===== config.mk =====
export PLATFORM = sky130hd
export DESIGN_NAME = load_writeback_unit
export DESIGN_NICKNAME = d
export VERILOG_FILES = /design/src/rtl/load_writeback_unit.sv
export SDC_FILE = /design/constraint.sdc
export NUM_CORES = 1
export LEC_CHECK = 0
export BUFFER_PORTS_ARGS = -buffer_cell sky130_fd_sc_hd__buf_2
export CORE_ASPECT_RATIO = 1.25
export CORE_MARGIN = 2
export CORE_UTILIZATION = 35
export CTS_CLUSTER_DIAMETER = 50
export CTS_CLUSTER_SIZE = 30
export DETAILED_ROUTE_END_ITERATION = 10
export GPL_TIMING_DRIVEN = 0
export SLEW_MARGIN = 20
export SYNTH_ARGS = -nofsm -noshare
export SYNTH_HDL_FRONTEND = slang
export SYNTH_SLANG_ARGS = --single-unit

===== constraint.sdc =====
create_clock -name clk -period 22.3 [get_ports clk]
set_input_delay 1.115 -clock clk [delete_from_list [all_inputs] [get_ports clk]]
set_output_delay 1.115 -clock clk [all_outputs]
set_load 0.01 [all_outputs]

===== src/rtl/load_writeback_unit.sv =====
// rtl/load_writeback_unit.sv - load return FIFO with register write-back and per-warp pending tracking
// Returned load packets queue here until the register-file write port is granted.
module load_writeback_unit #(
  parameter int DATA_W = 32,
  parameter int REG_W  = 5,
  parameter int WARP_W = 3,
  parameter int LANES  = 8,
  parameter int DEPTH  = 4
) (
  input  logic                      clk,
  input  logic                      reset,
  input  logic                      loadIssue_i,
  input  logic [WARP_W-1:0]         loadIssueWarp_i,
  input  logic                      loadPacketValid_i,
  input  logic [WARP_W-1:0]         loadWarp_i,
  input  logic [LANES-1:0]          loadMask_i,
  input  logic [REG_W-1:0]          loadReg_i,
  input  logic [LANES*DATA_W-1:0]   loadData_i,
  input  logic                      wbGrant_i,
  output logic                      wbValid_o,
  output logic [WARP_W-1:0]         wbWarp_o,
  output logic [REG_W-1:0]          wbReg_o,
  output logic [LANES-1:0]          wbMask_o,
  output logic [LANES*DATA_W-1:0]   wbData_o,
  output logic [(1<<WARP_W)-1:0]    pending_o,
  output logic                      full_o,
  output logic                      err_o
);

  localparam int NWARP = 1 << WARP_W;
  localparam int PW    = $clog2(DEPTH);
  localparam int CW    = $clog2(DEPTH + 1);
  localparam logic [CW-1:0] DEPTH_C  = CW'(DEPTH);
  localparam logic [CW-1:0] ALMOST_C = CW'(DEPTH - 1);

  logic [WARP_W-1:0]       warpMem [DEPTH];
  logic [LANES-1:0]        maskMem [DEPTH];
  logic [REG_W-1:0]        regMem  [DEPTH];
  logic [LANES*DATA_W-1:0] dataMem [DEPTH];

  logic [PW-1:0] rdPtr, wrPtr;
  logic [CW-1:0] count;
  logic          fifoFull, pop, push, overflow;

  logic [2:0]       cnt     [NWARP];
  logic [2:0]       cntNext [NWARP];
  logic [NWARP-1:0] incVec, decVec;
  logic             cntErr;

  assign wbValid_o = (count != '0);
  assign fifoFull  = (count == DEPTH_C);
  assign full_o    = (count >= ALMOST_C);
  assign pop       = wbValid_o && wbGrant_i;
  // A full FIFO still accepts a push when the head leaves in the same cycle.
  assign push      = loadPacketValid_i && (!fifoFull || pop);
  assign overflow  = loadPacketValid_i && fifoFull && !pop;

  // Gate the head with valid so an empty FIFO presents zeros rather than stale entries.
  assign wbWarp_o = wbValid_o ? warpMem[rdPtr] : '0;
  assign wbReg_o  = wbValid_o ? regMem[rdPtr]  : '0;
  assign wbMask_o = wbValid_o ? maskMem[rdPtr] : '0;
  assign wbData_o = wbValid_o ? dataMem[rdPtr] : '0;

  always_ff @(posedge clk) begin
    if (push && !reset) begin
      warpMem[wrPtr] <= loadWarp_i;
      maskMem[wrPtr] <= loadMask_i;
      regMem[wrPtr]  <= loadReg_i;
      dataMem[wrPtr] <= loadData_i;
    end
  end

  always_ff @(posedge clk) begin
    if (reset) begin
      rdPtr <= '0;
      wrPtr <= '0;
      count <= '0;
    end else begin
      if (push) wrPtr <= wrPtr + 1'b1;
      if (pop)  rdPtr <= rdPtr + 1'b1;
      case ({push, pop})
        2'b10:   count <= count + 1'b1;
        2'b01:   count <= count - 1'b1;
        default: count <= count;
      endcase
    end
  end

  always_comb begin
    incVec = '0;
    decVec = '0;
    cntErr = 1'b0;
    if (loadIssue_i) incVec[loadIssueWarp_i] = 1'b1;
    if (pop)         decVec[wbWarp_o]        = 1'b1;
    for (int w = 0; w < NWARP; w++) begin
      cntNext[w] = cnt[w];
      // Saturate at both ends instead of wrapping; the attempt is flagged as an error.
      case ({incVec[w], decVec[w]})
        2'b10: begin
          if (cnt[w] == 3'd7) cntErr = 1'b1;
          else                cntNext[w] = cnt[w] + 3'd1;
        end
        2'b01: begin
          if (cnt[w] == 3'd0) cntErr = 1'b1;
          else                cntNext[w] = cnt[w] - 3'd1;
        end
        default: cntNext[w] = cnt[w];
      endcase
    end
  end

  always_ff @(posedge clk) begin
    if (reset) begin
      for (int w = 0; w < NWARP; w++) cnt[w] <= 3'd0;
      err_o <= 1'b0;
    end else begin
      cnt <= cntNext;
      if (cntErr || overflow) err_o <= 1'b1;
    end
  end

  always_comb begin
    pending_o = '0;
    for (int w = 0; w < NWARP; w++) pending_o[w] = (cnt[w] != 3'd0);
  end

endmodule


== Yosys cells after proc, flatten, opt, wreduce, memory -nomap -nowiden ==
Memories as Yosys holds them, arrays and structs flattened. A register that Yosys moved wholly into a read port is not among the register bits.
Index checks and enable logic that the tools add are counted.

* Input bits: 280
* Memories: 4
* RAM bits: 1088
* Register bits: 32
* Word-level logic and storage cells: 199

* Equality and inequality tests: 43
* Multiplexer cells: 69
* Reduce and logical (&&, ||, !) cells: 46
* Add/subtract/negate cells: 20
* Order comparisons: 5

{| class="wikitable"
|+ Memories
! name !! words !! width !! rd ports !! clocked after Yosys merged registers in !! write ports !! RTL line !! RTL
|-
| dataMem || 4 || 256 || 1 || 1 || 1 || 39 || <nowiki>logic [LANES*DATA_W-1:0] dataMem [DEPTH];</nowiki>
|-
| maskMem || 4 || 8 || 1 || 1 || 1 || 37 || <nowiki>logic [LANES-1:0] maskMem [DEPTH];</nowiki>
|-
| regMem || 4 || 5 || 1 || 1 || 1 || 38 || <nowiki>logic [REG_W-1:0] regMem [DEPTH];</nowiki>
|-
| warpMem || 4 || 3 || 1 || 1 || 1 || 36 || <nowiki>logic [WARP_W-1:0] warpMem [DEPTH];</nowiki>
|}

{| class="wikitable"
|+ Operator list
! cell !! number
|-
| $mux 256 || 1
|-
| $pmux 3 s2 || 9
|-
| $mux 3 || 17
|-
| $ne 2x2->1 const B || 16
|-
| $add 3x1->3 const B || 9
|-
| $eq 3x3->1 const B || 9
|-
| $reduce_bool 3->1 || 9
|-
| $sub 3x1->3 const B || 9
|-
| $logic_not 3->1 || 8
|-
| $mux 8 || 3
|-
| $reduce_and 3->1 || 8
|-
| $mux 1 || 20
|-
| $eq 2x1->1 const B || 9
|-
| $eq 2x2->1 const B || 9
|-
| $reduce_bool 2->1 || 9
|-
| $mux 2 || 8
|-
| $pmux 1 s2 || 8
|-
| $lt 3x4->1 const B || 2
|-
| $logic_and 1x1->1 || 7
|-
| $demux 1 s3 || 2
|-
| $ge 3x1->1 const B || 2
|-
| $mux 5 || 1
|-
| $add 2x1->2 const B || 2
|-
| $ge 3x2->1 const B || 1
|-
| other kinds (2) || 5
|}

== Logic depth before layout (Yosys ltp) ==
* Depth after elaboration: 24
* Gate-level depth with buffers: 14

== Worst setup path after synthesis ==
No wires, ideal clock.

* Path kind: input to register
* Start: input loadPacketValid_i
* End: memory dataMem[0][0] in the netlist's numbering (enable)
* Buffers on the path: 1
* Data required time: 21.631 ns
* Arrival: 7.762 ns
* Stages on the path: 4
* Setup time: 0.669 ns
* Slack: 13.869 ns
* Path through: buf_2 > o41ai_2 > nor2_1 > and2_1

* Longest elaborated chain between the ends: 4

{| class="wikitable"
|+ Ends and longest elaborated chain
! item !! RTL line !! RTL
|-
| start, declared || 14 || <nowiki>input logic loadPacketValid_i,</nowiki>
|-
| $logic_and 1x1->1 || 55 || <nowiki>assign push = loadPacketValid_i && (!fifoFull || pop);</nowiki>
|-
| $logic_and 1x1->1 || 65 || <nowiki>if (push && !reset) begin</nowiki>
|-
| $mux 1 || 65 ||
|-
| $mux 1 (implied by the code) || 69 || <nowiki>dataMem[wrPtr] <= loadData_i;</nowiki>
|-
| end, declared || 39 ||
|}

No other way between the ends.

==> flow_metrics.py <==
metrics = {
    "global_route": {
        "grt_max_degree": 45,
        "grt_pass1_vias": 23140,
        "overflow": 0,
        "antenna_found_initial": 42,
        "grtUsageTotal_pct": 16.07,
        "grt_pass1_wl_um": 150500,
    },
    "pwr": {
        "vdd_drop_max_uv": 81.23,
        "combPwrFrac_pct": 15.8,
        "p_int_mw": 3.707,
        "p_seq_share_pct": 47.6,
        "leakagePower_nw": 17.94,
        "swShare_pct": 26.36,
        "power_switching_mw": 1.327,
        "clkPwrFrac_pct": 36.5,
        "p_total_mw": 5.033,
        "power_density_mw_per_mm2": 95.32,
    },
    "sta": {
        "setup-tns-final_ns": 0,
        "period_needed_ns": 4.605,
        "relSlewSlack_pct": 35.98,
        "setup_viol": 0,
        "max_clock_freq_mhz": 217.1,
        "setup_slack_ns": 17.69,
        "worst_pin_slew_ns": 0.9603,
        "hold_viol_final": 0,
        "rsz0062_at_grt": "no",
        "post-route-period-util_pct": 20.65,
        "hold-worst-slack_ns": 0.5326,
        "fin_skew_ns": 0.01787,
        "final_max_slew_viol_count": 0,
    },
    "synth": {
        "yosysUniqueCellTypes": 49,
        "netlist_instances": 2062,
        "synth_top_family_by_area": "multiplexers",
        "synthAdderAreaFrac_pct": 0.9857,
        "synth_seq_area_share_pct": 76.38,
        "syn-cell-area_mm2": 0.04366,
        "synth-compound-area-share_pct": 0.9170,
        "synth.area.mux_share_pct": 14.23,
        "yosys_warnings": 0,
        "synth-simple-area-share_pct": 5.479,
        "syn-num-nets": 2371,
        "ys_seq_elements": 1122,
        "synth_top_flop_cell": "edfxtp_1",
        "synthXorXnorAreaFrac_pct": 0.3811,
        "synth_edf_count": 1088,
        "ys_async_sr_fraction_pct": 0,
        "syn_area_per_cell_um2": 21.18,
    },
    "routing": {
        "num_vias": 21960,
        "ant_nets": 0,
        "routed_via_density": 4.926,
        "wl_um": 103500,
        "drtIter0Drc": 1412,
        "drc": 0,
        "first_pass_iters": 5,
        "wl_per_cell_um": 23.21,
    },
    "cts": {
        "cts_tree": "built",
        "ctsResizeCount": 0,
        "cts_setup_buffers": 0,
        "root_buffer": "clkbuf_16",
        "clk-insertion-delay-late_ns": 0.73,
        "clockBufferDepth": 3,
        "h-tree-depth": 3,
        "ctsHoldBuffers": 0,
        "cts_sinks": 1122,
        "clk_transition_reported_paths_ns": 0.07,
        "cts_made_buffers": 100,
    },
    "worst_setup_path": {
        "arrival_ns": 3.49,
        "end_kind": "output port",
        "ff2ff_setup_slack_ns": 18.64,
        "critPathKind": "reg2out",
        "required_ns": 21.19,
        "cp_max_fo": 10,
        "start_kind": "register",
    },
    "floorplan": {
        "die_area_mm2": 0.1276,
        "core_mm2": 0.1236,
        "pin_count": 563,
        "die_w_um": 319.9,
        "rows": 144,
        "start_util_pct": 35.33,
        "die_h_um": 398.9,
    },
    "final_layout": {
        "area_growth_pct": 20.93,
        "drive_above_1_share_pct": 39.39,
        "fin_nets": 3063,
        "fin_cells": 4457,
        "fillCellCount": 10850,
        "multi_input_area_mm2": 0.009612,
        "regArea_mm2": 0.03335,
    },
    "placement": {
        "place.port_buffers": 561,
        "dp_hpwl_um": 71200,
        "dp_slack_ns": 18.21,
        "gp_congestion": 0.7593,
        "dpl.cell_count": 4258,
    },
    "outcome": {
        "status": "finished clean",
    },
    "job": {
        "cap_violations": 0,
    },
    "worst_hold_path": {
        "min_path_type": "reg2reg",
    },
}
[placed cells by master (no fill, tap or decap), types with 12 or more instances in the layout]
| master | n |
|---|---|
| edfxtp_1 | 1088 |
| buf_2 | 594 |
| mux4_2 | 272 |
| and2_1 | 271 |
| clkbuf_16 | 100 |
| inv_1 | 51 |
| clkbuf_1 | 50 |
| nor2_1 | 40 |
| dfxtp_1 | 34 |
| buf_4 | 24 |
| ha_1 | 20 |
| nand2_1 | 19 |
| buf_16 | 17 |
| a21oi_1 | 14 |
| o21ai_0 | 13 |
| inv_6 | 13 |
| nand3_1 | 12 |
| buf_12 | 12 |
[power by group through the flow]
stage | clock (mW) | combinational, mW | sequential [mW]
after global routing | 1.97 | 0.869 | 2.40
final | 1.84 | 0.797 | 2.40
after CTS | 1.89 | 0.824 | 2.40
after detailed placement | 0 | 0.821 | 2.45
after floorplan | 0 | 0.459 | 2.46
after global placement | 0 | 0.806 | 2.48
[per-layer routing]
layer	wire (µm)	part of all wire [%]	vias to the layer above	global-route usage (%)
met4	3188	3.1	50	6.363
met2	50830	49	604	26.44
li1	-	-	9744	-
met5	313	0.30	-	0
met3	8611	8.3	195	5.783
met1	40510	39	11360	19.31
[final timing paths]
check                         from  depth (start not counted)                    to
max reg2reg  count[0]$_SDFFE_PP0P_                         14   cnt[8]$_SDFFE_PP0P_
max                       register                          6         wbData_o[178]
min reg2reg   cnt[14]$_SDFFE_PP0P_                          2  cnt[12]$_SDFFE_PP0P_
min           cnt[14]$_SDFFE_PP0P_                          2  cnt[12]$_SDFFE_PP0P_
[layout make-up]
| cell class | instances | share of cell area (%) |
|---|---|---|
| clock buffer | 108 | 4.796 |
| inverter | 51 | 0.3625 |
| antenna | 10 | 0.04739 |
| multi-input combinational | 786 | 18.20 |
| sequential | 1122 | 63.16 |
| tap | 1606 | 3.806 |
| buffer | 103 | 0.9905 |
| timing repair buffer | 590 | 6.658 |
| clock inverter | 81 | 1.974 |
[sequential cells by signal (all words and copies together) (netlist names), named ones only]
signal	count
warpMem	12
rdPtr	2
count	3
err_o	1
cnt	24
maskMem	32
regMem	20
wrPtr	2
dataMem	1024
[through the flow]
stage	instance area [µm²]	utilization [%]
floorplan	43660	-
global placement	48480	39.23
detailed placement	49200	39.81
CTS	52780	42.70
global route	52800	42.72
finish	52800	42.72
[Yosys cell counts, drive strengths merged, types with 3 or more instances]
cell,count,area (µm²)
edfxtp,1088,32670
o22a,4,35.03
nor2,40,150.1
xnor2,9,78.83
buf,57,345.3
nand3,12,60.06
dfxtp,34,680.7
xor2,10,87.58
nor4b,3,26.28
nor3,8,40.04
a21oi,14,70.07
clkbuf,46,173.9
a31oi,4,25.02
and2,275,1720
mux2i,3,30.03
inv,51,191.4
and4,3,26.28
nor2b,4,25.02
or4b,3,30.03
ha,20,250.2
nand4,4,25.02
or3,7,43.79
nand2,19,71.32
o21ai,13,65.06
mux4,272,6126
and3,4,25.02
nor3b,3,22.52
nor4,5,50.05
o211ai,3,22.52
a211oi,7,52.55
fa,9,180.2
a221oi,3,26.28
mux2,5,56.30
nand4b,5,43.79
[critical path, stage by stage, from the launching register on]
cell	delay [ns]
dfxtp_1	0.38
buf_2	0.38
clkbuf_1	0.77
buf_2	0.51
mux4_2	0.35
and2_1	0.16
buf_2	0.18
[kinds of logic after synthesis]
group | count (synthesis)
muxes | 280
and+or+nand+nor | 399
DFF | 1122
adders and majority gates | 29
xor gates and xnor gates | 19
AOI/OAI and AO/OA | 59
buffers and inverters | 154
Note: power is estimated with default switching activity, not from simulation.
